[src/rtl/cpu_run_ctrl_pkg.sv]
`default_nettype none
// +------------------------------------------------------------------+
// | Module   : cpu_run_ctrl_pkg                                      |
// | Brief    : State encodings shared by the CPU run/step sequencer.  |
// | Revision : 1.0                                                   |
// +------------------------------------------------------------------+
package cpu_run_ctrl_pkg;

  localparam int STATE_W = 3;

  // Encodings are visible on the LED port, so they are fixed values.
  typedef enum logic [STATE_W-1:0] {
    S_IDLE  = 3'd0,
    S_LOAD  = 3'd1,
    S_PAUSE = 3'd2,
    S_RUN   = 3'd3,
    S_STEP  = 3'd4
  } state_e;

endpackage
`default_nettype wire

[src/rtl/cpu_run_ctrl_btn_debounce.sv]
`default_nettype none
// +------------------------------------------------------------------+
// | Module   : btn_debounce                                          |
// | Brief    : 2-FF synchroniser plus stability-window debouncer;    |
// |            press is a one-cycle pulse on each debounced rise.    |
// | Revision : 1.0                                                   |
// +------------------------------------------------------------------+
import cpu_run_ctrl_pkg::*;

module btn_debounce #(
  parameter int DEB_BITS = 20
) (
  input  logic CLK,
  input  logic reset,
  input  logic btn_raw,
  output logic level,
  output logic press
);

  logic                sync1_q;
  logic                sync2_q;
  logic                level_q;
  logic                level_d;
  logic                press_q;
  logic                press_d;
  logic [DEB_BITS-1:0] cnt_q;
  logic [DEB_BITS-1:0] cnt_d;

  // cnt_q counts consecutive cycles the synced input disagrees with level_q;
  // the level flips on the 2**DEB_BITS-th such cycle.
  always_comb begin
    cnt_d   = cnt_q;
    level_d = level_q;
    press_d = 1'b0;
    if (sync2_q == level_q) begin
      cnt_d = '0;
    end else if (&cnt_q) begin
      cnt_d   = '0;
      level_d = sync2_q;
      press_d = sync2_q;
    end else begin
      cnt_d = cnt_q + 1'b1;
    end
  end

  always_ff @(posedge CLK or negedge reset) begin
    if (!reset) begin
      sync1_q <= 1'b0;
      sync2_q <= 1'b0;
      level_q <= 1'b0;
      press_q <= 1'b0;
      cnt_q   <= '0;
    end else begin
      sync1_q <= btn_raw;
      sync2_q <= sync1_q;
      level_q <= level_d;
      press_q <= press_d;
      cnt_q   <= cnt_d;
    end
  end

  assign level = level_q;
  assign press = press_q;

endmodule
`default_nettype wire

[src/rtl/cpu_run_ctrl.sv]
`default_nettype none
// +------------------------------------------------------------------+
// | Module   : cpu_run_ctrl                                          |
// | Brief    : Run/step sequencer driving pcpu enable/start/ce from  |
// |            debounced buttons, with a rate divider and step count.|
// | Revision : 1.0                                                   |
// +------------------------------------------------------------------+
import cpu_run_ctrl_pkg::*;

module cpu_run_ctrl #(
  parameter int DEB_BITS = 20,
  parameter int DIV_BITS = 21
) (
  input  logic        CLK,
  input  logic        reset,
  input  logic        btn_start,
  input  logic        btn_step,
  input  logic        btn_halt,
  input  logic [1:0]  speed,
  input  logic        cpu_halt,
  output logic        cpu_ce,
  output logic        cpu_start,
  output logic        cpu_enable,
  output logic [2:0]  state,
  output logic [15:0] step_count
);

  logic w_press_start;
  logic w_press_step;
  logic w_press_halt;
  logic w_unused_start_level;
  logic w_unused_step_level;
  logic w_unused_halt_level;

  btn_debounce #(.DEB_BITS(DEB_BITS)) u_deb_start (
    .CLK     (CLK),
    .reset   (reset),
    .btn_raw (btn_start),
    .level   (w_unused_start_level),
    .press   (w_press_start)
  );

  btn_debounce #(.DEB_BITS(DEB_BITS)) u_deb_step (
    .CLK     (CLK),
    .reset   (reset),
    .btn_raw (btn_step),
    .level   (w_unused_step_level),
    .press   (w_press_step)
  );

  btn_debounce #(.DEB_BITS(DEB_BITS)) u_deb_halt (
    .CLK     (CLK),
    .reset   (reset),
    .btn_raw (btn_halt),
    .level   (w_unused_halt_level),
    .press   (w_press_halt)
  );

  // Free-running divider; the mask keeps the low DIV_BITS-4*speed bits.
  logic [DIV_BITS-1:0] div_q;
  logic [DIV_BITS-1:0] w_tick_mask;
  logic                w_tick;

  assign w_tick_mask = {DIV_BITS{1'b1}} >> {speed, 2'b00};
  assign w_tick      = &(div_q | ~w_tick_mask);

  always_ff @(posedge CLK or negedge reset) begin
    if (!reset) div_q <= '0;
    else        div_q <= div_q + 1'b1;
  end

  state_e      state_q;
  state_e      state_d;
  logic        cpu_ce_q;
  logic        cpu_ce_d;
  logic        cpu_start_q;
  logic        cpu_start_d;
  logic        cpu_enable_q;
  logic        cpu_enable_d;
  logic [15:0] step_count_q;
  logic [15:0] step_count_d;

  always_comb begin
    state_d = state_q;
    case (state_q)
      S_IDLE:  if (w_press_start) state_d = S_LOAD;
      S_LOAD:  state_d = S_PAUSE;
      S_PAUSE: begin
        if (w_press_start)     state_d = S_RUN;
        else if (w_press_step) state_d = S_STEP;
      end
      S_STEP:  state_d = S_PAUSE;
      S_RUN:   if (w_press_halt || cpu_halt) state_d = S_PAUSE;
      default: state_d = S_IDLE;
    endcase

    // Outputs are decoded from the next state so the registered outputs
    // line up with the registered state; a halting RUN cycle drops its tick.
    cpu_ce_d     = (state_d == S_LOAD) || (state_d == S_STEP) ||
                   ((state_q == S_RUN) && (state_d == S_RUN) && w_tick);
    cpu_start_d  = (state_d == S_LOAD);
    cpu_enable_d = (state_d != S_IDLE);

    step_count_d = step_count_q;
    if (cpu_ce_q && (step_count_q != 16'hFFFF)) step_count_d = step_count_q + 16'd1;
  end

  always_ff @(posedge CLK or negedge reset) begin
    if (!reset) begin
      state_q      <= S_IDLE;
      cpu_ce_q     <= 1'b0;
      cpu_start_q  <= 1'b0;
      cpu_enable_q <= 1'b0;
      step_count_q <= 16'd0;
    end else begin
      state_q      <= state_d;
      cpu_ce_q     <= cpu_ce_d;
      cpu_start_q  <= cpu_start_d;
      cpu_enable_q <= cpu_enable_d;
      step_count_q <= step_count_d;
    end
  end

  assign cpu_ce     = cpu_ce_q;
  assign cpu_start  = cpu_start_q;
  assign cpu_enable = cpu_enable_q;
  assign state      = state_q;
  assign step_count = step_count_q;

endmodule
`default_nettype wire

[config.mk]
export PLATFORM = sky130hd
export DESIGN_NAME = cpu_run_ctrl
export DESIGN_NICKNAME = d
export VERILOG_FILES = /design/src/rtl/cpu_run_ctrl_pkg.sv /design/src/rtl/cpu_run_ctrl_btn_debounce.sv /design/src/rtl/cpu_run_ctrl.sv
export SDC_FILE = /design/constraint.sdc
export NUM_CORES = 1
export LEC_CHECK = 0
export ABC_AREA = 1
export BUFFER_PORTS_ARGS = -buffer_cell sky130_fd_sc_hd__buf_2
export CORE_UTILIZATION = 50
export CTS_BUF_LIST = sky130_fd_sc_hd__clkbuf_16
export CTS_CLUSTER_SIZE = 8
export DETAILED_ROUTE_END_ITERATION = 7
export GPL_TIMING_DRIVEN = 0
export PLACE_DENSITY = 0.67
export RECOVER_POWER = 50
export SLEW_MARGIN = 5
export SYNTH_ARGS = -nofsm -noshare
export SYNTH_HDL_FRONTEND = slang
export SYNTH_SLANG_ARGS = --single-unit
[constraint.sdc]
create_clock -name CLK -period 1.9 [get_ports CLK]
set_clock_uncertainty 0.1 [all_clocks]
set_input_delay 0.095 -clock CLK [delete_from_list [all_inputs] [get_ports CLK]]
set_output_delay 0.095 -clock CLK [all_outputs]
set_load 0.005 [all_outputs]
After elaboration in Yosys (flattened, before gate mapping)
Index checks and enable logic that the tools add are counted.

cells by class
  add/sub/neg operators = 5
  equal/unequal tests = 11
  shift operators = 1
  mux-type cells = 17
  bitwise logic cells = 5
  reductions and logical operators = 16

operators by type and width
  cell                                                                    number
  20-bit two-way mux                                                      6
  21-bit AND reduction                                                    4
  20-bit by 1-bit adder with 20-bit output (second input constant)        3
  20-bit AND reduction                                                    3
  21-bit by 1-bit adder with 21-bit output (second input constant)        1
  21-bit inverter                                                         1
  21-bit bitwise OR                                                       1
  21-bit by 4-bit right shift with 21-bit output (first input constant)   1
  16-bit by 1-bit adder with 16-bit output (second input constant)        1
  16-bit != test (second input constant)                                  1
  3-bit two-way mux                                                       4
  3-bit case mux with 4 select lines                                      1
  3-bit by 2-bit equality test with 1-bit output (second input constant)  3
  3-bit by 1-bit equality test with 1-bit output (second input constant)  2
  3-bit equality test (second input constant)                             2
  1-bit two-way mux                                                       6
  1-bit equality test                                                     3
  1-bit logical AND                                                       3
  3-bit logical NOT                                                       1
  1-bit logical OR                                                        3
  1-bit inverter                                                          3
  3-bit nonzero test                                                      1
  2-bit OR reduction                                                      1

storage, ports and cells
  register bits = 115
  input port bits = 8
  output and inout port bits = 22
  word-level logic and storage cells = 76

Logic depth before layout (Yosys ltp)
Gate-level depths: netlist (run 1).

  word-level depth = 7
  mapped depth = 9
  mapped depth without buffers = 9

Cells and area by module
A second synthesis (run 1) with hierarchy kept.

second synthesis, totals
  cells, all modules = 754
  area, all modules = 6072.1 um^2

by module, submodules not included
  module        instances  cells each  area each (um^2)  sequential area each (um^2)
  btn_debounce  3          148         1236.2            600.6
  cpu_run_ctrl  1          310         2363.5            1076.0

Worst setup path after synthesis (run 1)
Ideal clock, no wire load.

  path kind = register -> register
  from = reg step_count_q[0] (netlist: step_count[0])
  to = reg step_count_q[2] (netlist: step_count[2])
  setup time = 65 ps
  arrival time = 1438 ps
  required time = 1735 ps
  path slack = 297 ps
  cell stages (with the launch flop) = 10
  path buffers = 1
  period minus slack after synthesis = 1603 ps
  path through = dfrtp_1 > ha_1 > nand3_2 > inv_2 > nand2_2 > nor2_2 > a21oi_2 > buf_2 > nand2_1 > nand2_1

between the ends
  cells in the longest elaborated chain, start to end = 2
  elaborated cells on any way between the ends = 3
  classes of those cells = 1 x add/sub; 1 x eq/ne; 1 x reduce/logical

RTL lines
  item                                                                                              RTL line             source
  from (decl)                                                                                       cpu_run_ctrl.sv:80   logic [15:0] step_count_q;
  from (signal assigned)                                                                            cpu_run_ctrl.sv:120  step_count_q <= step_count_d;
  parallel branches: the longest is 2 deep, another holds 16-bit by 1-bit adder with 16-bit output  -

Parallel ways; which one is timed is not known.
A chain may end at the register's enable or synchronous reset.

Final worst setup path (run 1)
  from = reg u_deb_start.cnt_q[0]
  to = reg u_deb_start.cnt_q[7]

between the ends
  cells in the longest elaborated chain, start to end = 3
  elaborated cells on any way between the ends = 4
  classes of those cells = 1 x add/sub; 2 x mux; 1 x reduce/logical

RTL lines
  item                                                                                     RTL line                                                          source
  from (decl)                                                                              cpu_run_ctrl_btn_debounce.sv:26                                   logic [DEB_BITS-1:0] cnt_q;
  from (signal assigned)                                                                   cpu_run_ctrl_btn_debounce.sv:58                                   cnt_q <= cnt_d;
  20-bit by 1-bit adder with 20-bit output / 20-bit AND reduction (equally long branches)  cpu_run_ctrl_btn_debounce.sv:42, cpu_run_ctrl_btn_debounce.sv:37
  20-bit two-way mux *                                                                     cpu_run_ctrl_btn_debounce.sv:37                                   end else if (&cnt_q) begin
  20-bit two-way mux *                                                                     cpu_run_ctrl_btn_debounce.sv:35                                   if (sync2_q == level_q) begin
  net u_deb_start.cnt_d[7]                                                                 cpu_run_ctrl_btn_debounce.sv:27                                   logic [DEB_BITS-1:0] cnt_d;

The timed path passes the listed nets; every way through them passes the cells marked *.

==> impl_metrics.tcl, run 1 <==
set metrics [dict create \
    clkLatencyLatePin_ns 0.42 \
    layout-drive-gt1-share_pct 10.35 \
    min_delay_path_depth 7 \
    core_region_area_mm2 0.01161 \
    ys.warnings.count 0 \
    groute.usage.overall_pct 21.55 \
    globalRouteMet2Util_pct 34.82 \
    cts.sink_count 115 \
    initial_core_util_pct 52.11 \
    critical_path.reg2reg.startpoint "u_deb_start.cnt_q[0]" \
    crit_fanout 10 \
    dr.pass1.iters 6 \
    synth_cell_types 29 \
    tritoncts "yes" \
    cts-buffers-inserted 17 \
    final-max-slew-violation-count 0 \
    mean_cell_area_of_the_mapped_netlist_um2 7.632 \
    hpwlAfterDp_um 8588 \
    wl_per_cell_um 12.03 \
    cap_violations 0 \
    diodes 0 \
    detail_route.drc_violations 5 \
    clock_tree.htree_level_count 4 \
    flop_and_latch_count_out_of_synthesis 115 \
    net_count_of_the_finished_layout 861 \
    cts_root_buffer "clkbuf_16" \
    routability_congestion_estimate 0.8867 \
    crit_required_ns 2.09 \
    timing.critical_path.slowest_cell_delay_ns 0.41 \
    run_status "finished with violations" \
    area_growth_syn_to_layout_pct 15.77 \
    post-cts-setup-buffers 0 \
    grt_start_max_net_pins 64 \
    worst_r2r_path_depth 9 \
    worst_setup_path_startpoint "u_deb_start.cnt_q[0]" \
    net_count_of_the_mapped_netlist 806 \
    power-per-cell-area_mw_per_mm2 773.5 \
    i_o_pin_cnt 30 \
    max_clock_freq_mhz 580.5 \
    post-route-worst-setup-slack_ns 0.1772 \
    totalWireLength_um 12060 \
    clockBufferDepth 2 \
    num_rows 39 \
    worst_slew_margin_rel_pct 9.800 \
    grtUsageMet3_pct 5.238 \
    gr-total-overflow 0 \
    setup_repair_after_global_routing_missed_its_margin "no" \
    critPathMostFrequentCell "nand2_1" \
    criticalPathCategory "reg2reg" \
    synth_sequential_area_ratio_pct 47.55 \
    die_area_mm2 0.01255 \
    max-vdd-ir-drop_mv 0.5608 \
    timing.critical_path.cells "ha_1 > nand3_2 > inv_1 > nand2_1 > nor2_4 > nand3_1 > nand2_1 > buf_6 > nor2_1" \
    fin_cells 1003 \
    vias 4980 \
    critPathSlowestCell "dfrtp_2" \
    leakagePower_nw 3.291 \
    ant_nets 0 \
    syn-instance-count 793 \
    cp_num_cells 9 \
    drt_iter0_drc 268 \
    hold_path_class "in2reg" \
    critPathCaptureType "register" \
    crit_arrival_ns 1.92 \
    vias_per_cell 4.965 \
    post-place-ws_ns 0.03465 \
    worst_path_dominant_cell_family "simple AND/OR/NAND/NOR gates" \
    final-hold-violation-count 0 \
    cp-start-kind "register" \
    globalRoute.busiestLayer "met2" \
    timing_worst_slew_pin_value_ns 1.353 \
    failed_checks "design-rule violations" \
    port_buffers 29 \
    timing.final.crit_share_pct 90.67 \
    setup_violations 0 \
    min_from "speed[0]" \
    fp.dieH_um 112.0 \
    grt_util_met1_pct 27.64 \
    first_global_vias 4768 \
    post-route-min-period_ns 1.723 \
    clkTransAtPathRegs_ns 0.05 \
    antenna_found_initial 0 \
    wire_length_of_the_first_global_routing_pass_um 21250 \
    placedCellCount 966 \
    critPathBufInv 2 \
    netlist_area_mm2 0.006052 \
    floorplan.die.width_um 112.0 \
]
-- Yosys cell counts, drive strengths merged --
library cell,instances,area share (%)
a211oi,1,0.12
and2,1,0.10
nor2,161,11
o21ai,8,0.85
nand2,244,15
o21bai,1,0.12
dfrtp,115,48
nor3,21,1.9
nor3b,2,0.25
ha,5,1.0
buf,5,0.76
clkinv,3,0.19
nand3b,5,0.62
nand4,20,2.1
a21oi,7,0.64
xor2,34,4.9
nand3,40,3.5
inv,96,6.0
xnor2,24,3.5
-- path summary, 6_finish.rpt --
check / end / slack, ns
setup / recovery: u_deb_start.cnt_q[7] / 0.18
hold / removal: cpu_ce / 0.03
setup reg to reg: u_deb_start.cnt_q[7] / 0.18
hold reg to reg: u_deb_start.sync2_q / 0.24
max in group asynchronous: step_count[0] / 0.33
min in group asynchronous: u_deb_step.cnt_q[13] / 0.44
-- area by class of cell --
type / instances / area, um2
timing repair buffer: 36 / 232.7
tap: 143 / 178.9
inverter: 99 / 371.6
buffer: 5 / 48.80
multi-input combinational: 574 / 2781
fill: 1057 / 4607
sequential: 115 / 2883
clock buffer: 17 / 425.4
clock inverter: 14 / 85.08
-- flip-flops by register name (all words and copies together) (netlist names) --
register,count
div_q,21
u_deb_halt.cnt_q,20
u_deb_start.cnt_q,20
u_deb_step.cnt_q,20
step_count,16
state,3
cpu_ce,1
cpu_enable,1
cpu_start,1
u_deb_halt.level,1
u_deb_halt.press,1
u_deb_halt.sync1_q,1
u_deb_halt.sync2_q,1
u_deb_start.level,1
u_deb_start.press,1
u_deb_start.sync1_q,1
u_deb_start.sync2_q,1
u_deb_step.level,1
u_deb_step.press,1
u_deb_step.sync1_q,1
u_deb_step.sync2_q,1
-- placed cells by master, fill, tap and decap left out, drive strengths merged, types with 2 or more instances in the layout --
master       synthesis  routed
nand2              244     244
nor2               161     161
dfrtp              115     115
inv                 96     102
nand3               40      40
xor2                34      34
buf                  5      33
xnor2               24      24
nor3                21      21
nand4               20      20
clkbuf               0      19
clkinv               3      10
o21ai                8       8
a21oi                7       7
dlygate4sd3          0       6
nand3b               5       5
ha                   5       5
nor3b                2       2
-- metal layers --
layer	vias up	wire [um]
li1	2557	-
met1	2344	5773
met2	66	5718
met3	13	378
met4	0	191
met5	-	0
-- worst reg2reg max path: stages (launching register included) --
cell,delay (ns)
dfrtp_2,0.41
ha_1,0.21
nand3_2,0.10
inv_1,0.09
nand2_1,0.10
nor2_4,0.16
nand3_1,0.12
nand2_1,0.12
buf_6,0.15
nor2_1,0.05
-- power breakdown --
| group | switching [mW] | leakage, nW | internal [mW] |
|---|---|---|---|
| clock | 1.05 | 0.278 | 1.73 |
| sequential | 0.0194 | 1.55 | 2.48 |
| combinational | 0.0995 | 1.46 | 0.0459 |
| total | 1.17 | 3.29 | 4.25 |
-- what timing repair did --
item                       CTS  global route
resized for setup            0            10
setup endpoints to repair    0            36
hold endpoints to repair   120             0
hold buffers                 6             0
-- cell families after synthesis --
logic type | count (synthesis) | synth area share, %
AOI/OAI and AO/OA | 17 | 1.737
xor gates and xnor gates | 58 | 8.394
adders and majority gates | 5 | 1.034
buffers and inverters | 104 | 6.905
DFF | 115 | 47.55
and+or+nand+nor | 494 | 34.38
-- stage by stage --
stage	power, mW	utilization [%]	hold WS, ns	instance area (um2)	TNS (ns)
floorplan	2.591	-	-0.3006	6052	0
detailed placement	2.677	55.19	-0.01731	6410	0
global route	5.635	60.33	0.07060	7007	0
CTS	5.486	60.11	0.009101	6980	0
global placement	2.665	54.90	0.1047	6376	-89.48
finish	5.420	60.33	0.03086	7007	0
Note: power is estimated with default switching activity, not from simulation.
==> inputs of run 2 (changes only) <==
- HOLD_SLACK_MARGIN: not set -> 0.02
- SYNTH_HIERARCHICAL: not set -> 1
==> impl_metrics.tcl, run 2 <==
set metrics [dict create \
    run_status "finished with violations" \
    failed_checks "design-rule violations" \
    post-route-min-period_ns 1.762 \
    power-per-cell-area_mw_per_mm2 772.5 \
    synth-async-reset-ratio_pct 100.0 \
    clockBufferDepth 2 \
    die_area_mm2 0.01259 \
    cts-buffers-inserted 17 \
    hold_path_class "in2reg" \
    syn-instance-count 754 \
    crit_arrival_ns 2.02 \
    fp.dieH_um 112.2 \
    critPathCaptureType "register" \
    critPathSlowestCell "dlygate4sd3_1" \
    multi_input_area_mm2 0.002841 \
    synth_sequential_area_ratio_pct 47.39 \
    synth_cell_types 31 \
    i_o_pin_cnt 30 \
    layout-drive-gt1-share_pct 15.61 \
    ant_nets 0 \
    worst_slew_margin_rel_pct 24.06 \
    gr-total-overflow 0 \
    mean_cell_area_of_the_mapped_netlist_um2 8.053 \
    crit_required_ns 2.16 \
    net_count_of_the_finished_layout 822 \
    cts_root_buffer "clkbuf_16" \
    diodes 0 \
    final-hold-violation-count 0 \
    cts.sink_count 115 \
    criticalPathCategory "reg2reg" \
    post-cts-setup-buffers 0 \
    max-vdd-ir-drop_mv 0.6157 \
    clkTransAtPathRegs_ns 0.05 \
    worst_r2r_path_depth 9 \
    detail_route.drc_violations 6 \
    yosys.area_share.xor_xnor_pct 8.448 \
    cp-start-kind "register" \
    drt_iter0_drc 261 \
    largest_register_ff_count 21 \
    groute.usage.overall_pct 20.77 \
    timing_worst_slew_pin_value_ns 1.139 \
    min_from "speed[0]" \
    crit_fanout 3 \
    layout_commonest_cell "nand2_1" \
    hpwlAfterDp_um 8112 \
    wire_length_of_the_first_global_routing_pass_um 20440 \
    yosys-mux-area-fraction_pct 0 \
    globalRoute.busiestLayer "met2" \
    netlist.area_leader.share_pct 47.39 \
    globalRouteMet2Util_pct 34.08 \
    timing.critical_path.cells "nand2_1 > nor2_2 > nand2_1 > nand2_1 > nand2_1 > dlygate4sd3_1 > nand2_1 > nand2_1 > nand2_1" \
    max_clock_freq_mhz 567.5 \
    critPathMostFrequentCell "nand2_1" \
    post-place-ws_ns 0.1045 \
    timing.critical_path.slowest_cell_delay_ns 0.55 \
    vias_per_cell 4.972 \
    min_to "cpu_ce" \
    num_rows 39 \
    post-route-worst-setup-slack_ns 0.1378 \
    port_buffers 29 \
    r2r-end "cpu_ce" \
    report.power.total_mw 5.403 \
    fraction_of_the_mapped_netlist_area_in_compound_gates_pct 2.267 \
    first_global_vias 4585 \
    clkLatencyLatePin_ns 0.42 \
    clock_tree.htree_level_count 4 \
    setup_violations 0 \
    setup_repair_after_global_routing_missed_its_margin "no" \
    grt_util_met1_pct 25.53 \
    routability_congestion_estimate 0.8574 \
    final-max-slew-violation-count 0 \
    synth_top_area_cell "dfrtp_1" \
    initial_core_util_pct 52.28 \
    synth_top_flop_cell "dfrtp_1" \
    setup.reg_to_reg.worst_slack_ns 0.14 \
    synth_enable_flop_cells 0 \
    area_growth_syn_to_layout_pct 15.19 \
    synth_fa_ha_area_share_pct 1.030 \
    totalWireLength_um 11530 \
    most_frequent_cell_after_synthesis "nand2_1" \
    net_count_of_the_mapped_netlist 767 \
    leakagePower_nw 3.160 \
    ys_top_cells_by_count "198 x nand2_1, 140 x nor2_1, 115 x dfrtp_1" \
    critical_path.reg2reg.startpoint "div_q[9]" \
    timing.final.crit_share_pct 92.75 \
    area_share_of_and_or_nand_nor_cells_after_synthesis_pct 34.97 \
    registers.top_by_ff_count "div_q" \
    wl_per_cell_um 11.98 \
    core_region_area_mm2 0.01161 \
    sequential_cell_area_mm2 0.002878 \
    flop_and_latch_count_out_of_synthesis 115 \
    ranking_of_synthesized_cells_by_area "dfrtp_1 47%, nand2_1 12%, nor2_1 8.7%, xor2_1 5.2%, inv_1 4.1%" \
    antenna_found_initial 0 \
    floorplan.die.width_um 112.2 \
    netlist_area_mm2 0.006072 \
    tritoncts "yes" \
    ys.warnings.count 6 \
    grtUsageMet3_pct 5.832 \
    dr.pass1.iters 6 \
    grt_start_max_net_pins 73 \
    mostFrequentLayoutCells "198 x nand2_1, 138 x nor2_1, 115 x dfrtp_1" \
    vias 4788 \
    synth_top_family_by_area "simple AND/OR/NAND/NOR gates" \
    fillCellCount 1048 \
    cap_violations 0 \
    min_delay_path_depth 7 \
]
[run 2: changes by cell type in the layout (fill, tap and decap cells not counted), moves of 7 or more]
cell / delta
nand2_2: +14
nor2_1: -9
inv_2: +12
nand2_1: -42
nand4_1: -17
o21ai_0: +8
inv_1: -31
xnor2_1: -7
[run 2: final cells by class]
class / count / area share (%)
clock inverters: 13 / 1.145
clock buffers: 17 / 6.082
plain buffers: 6 / 0.8229
flip-flops and latches: 115 / 41.14
repair buffers: 36 / 3.327
well taps: 143 / 2.558
multi-input cells: 553 / 40.63
inverters: 80 / 4.293
[run 2: per-layer routing]
metal	share of wire, %	wire length [um]
met5	0	0
met4	1.7	201
met3	3.4	387
met2	48	5491
met1	47	5453
[run 2: cell families (layout without fill, tap and decap cells)]
group	Yosys count	count (layout)
AO/OA/AOI/OAI	26	26
AND/OR/NAND/NOR	466	466
adder cells (fa/ha/maj)	5	5
flip-flops	115	115
buffers and inverters	86	152
XOR/XNOR	56	56
[run 2: critical path, delay by kind of cell, from the launching register on]
family / cells / cell delay [ns]
buffers and inverters: 1 / 0.55
DFF: 1 / 0.40
and+or+nand+nor: 8 / 0.65
[run 2: how the worst max path moves through the flow]
stage,slack [ns],to,cells after the start,from
3_5_place_dp,0.10,cpu_ce,7,div_q[0]
2_1_floorplan,0.39,u_deb_halt/cnt_q[9],9,u_deb_halt/cnt_q[0]
4_1_cts,0.09,cpu_ce,7,div_q[0]
6_report,0.14,cpu_ce,9,div_q[9]
3_3_place_gp,-0.80,u_deb_step/cnt_q[3],1,reset
5_1_grt,0.0004,cpu_ce,7,div_q[0]
[run 2: report_power, final]
group / switching (mW) / internal, mW / total [mW]
clock: 1.04 / 1.72 / 2.76
sequential: 0.0219 / 2.48 / 2.50
combinational: 0.0944 / 0.0466 / 0.141
[run 2: metrics by stage]
stage	instances	utilization, %	area (um2)	setup TNS (ns)	hold slack, ns
global route	963	60.22	6994	0	0.07834
floorplan	754	-	6072	0	-0.3006
finish	963	60.22	6994	0	0.06371
detailed placement	927	55.37	6430	0	-0.05272
global placement	926	55.07	6396	-90.95	0.1037
CTS	963	60.23	6995	0	0.06147
[run 2: timing repair]
item                                    4_1_cts  5_1_grt
resized for setup                             0        2
endpoints found under the setup margin        0        2
hold buffers                                  6        0
endpoints found under the hold margin       119        0
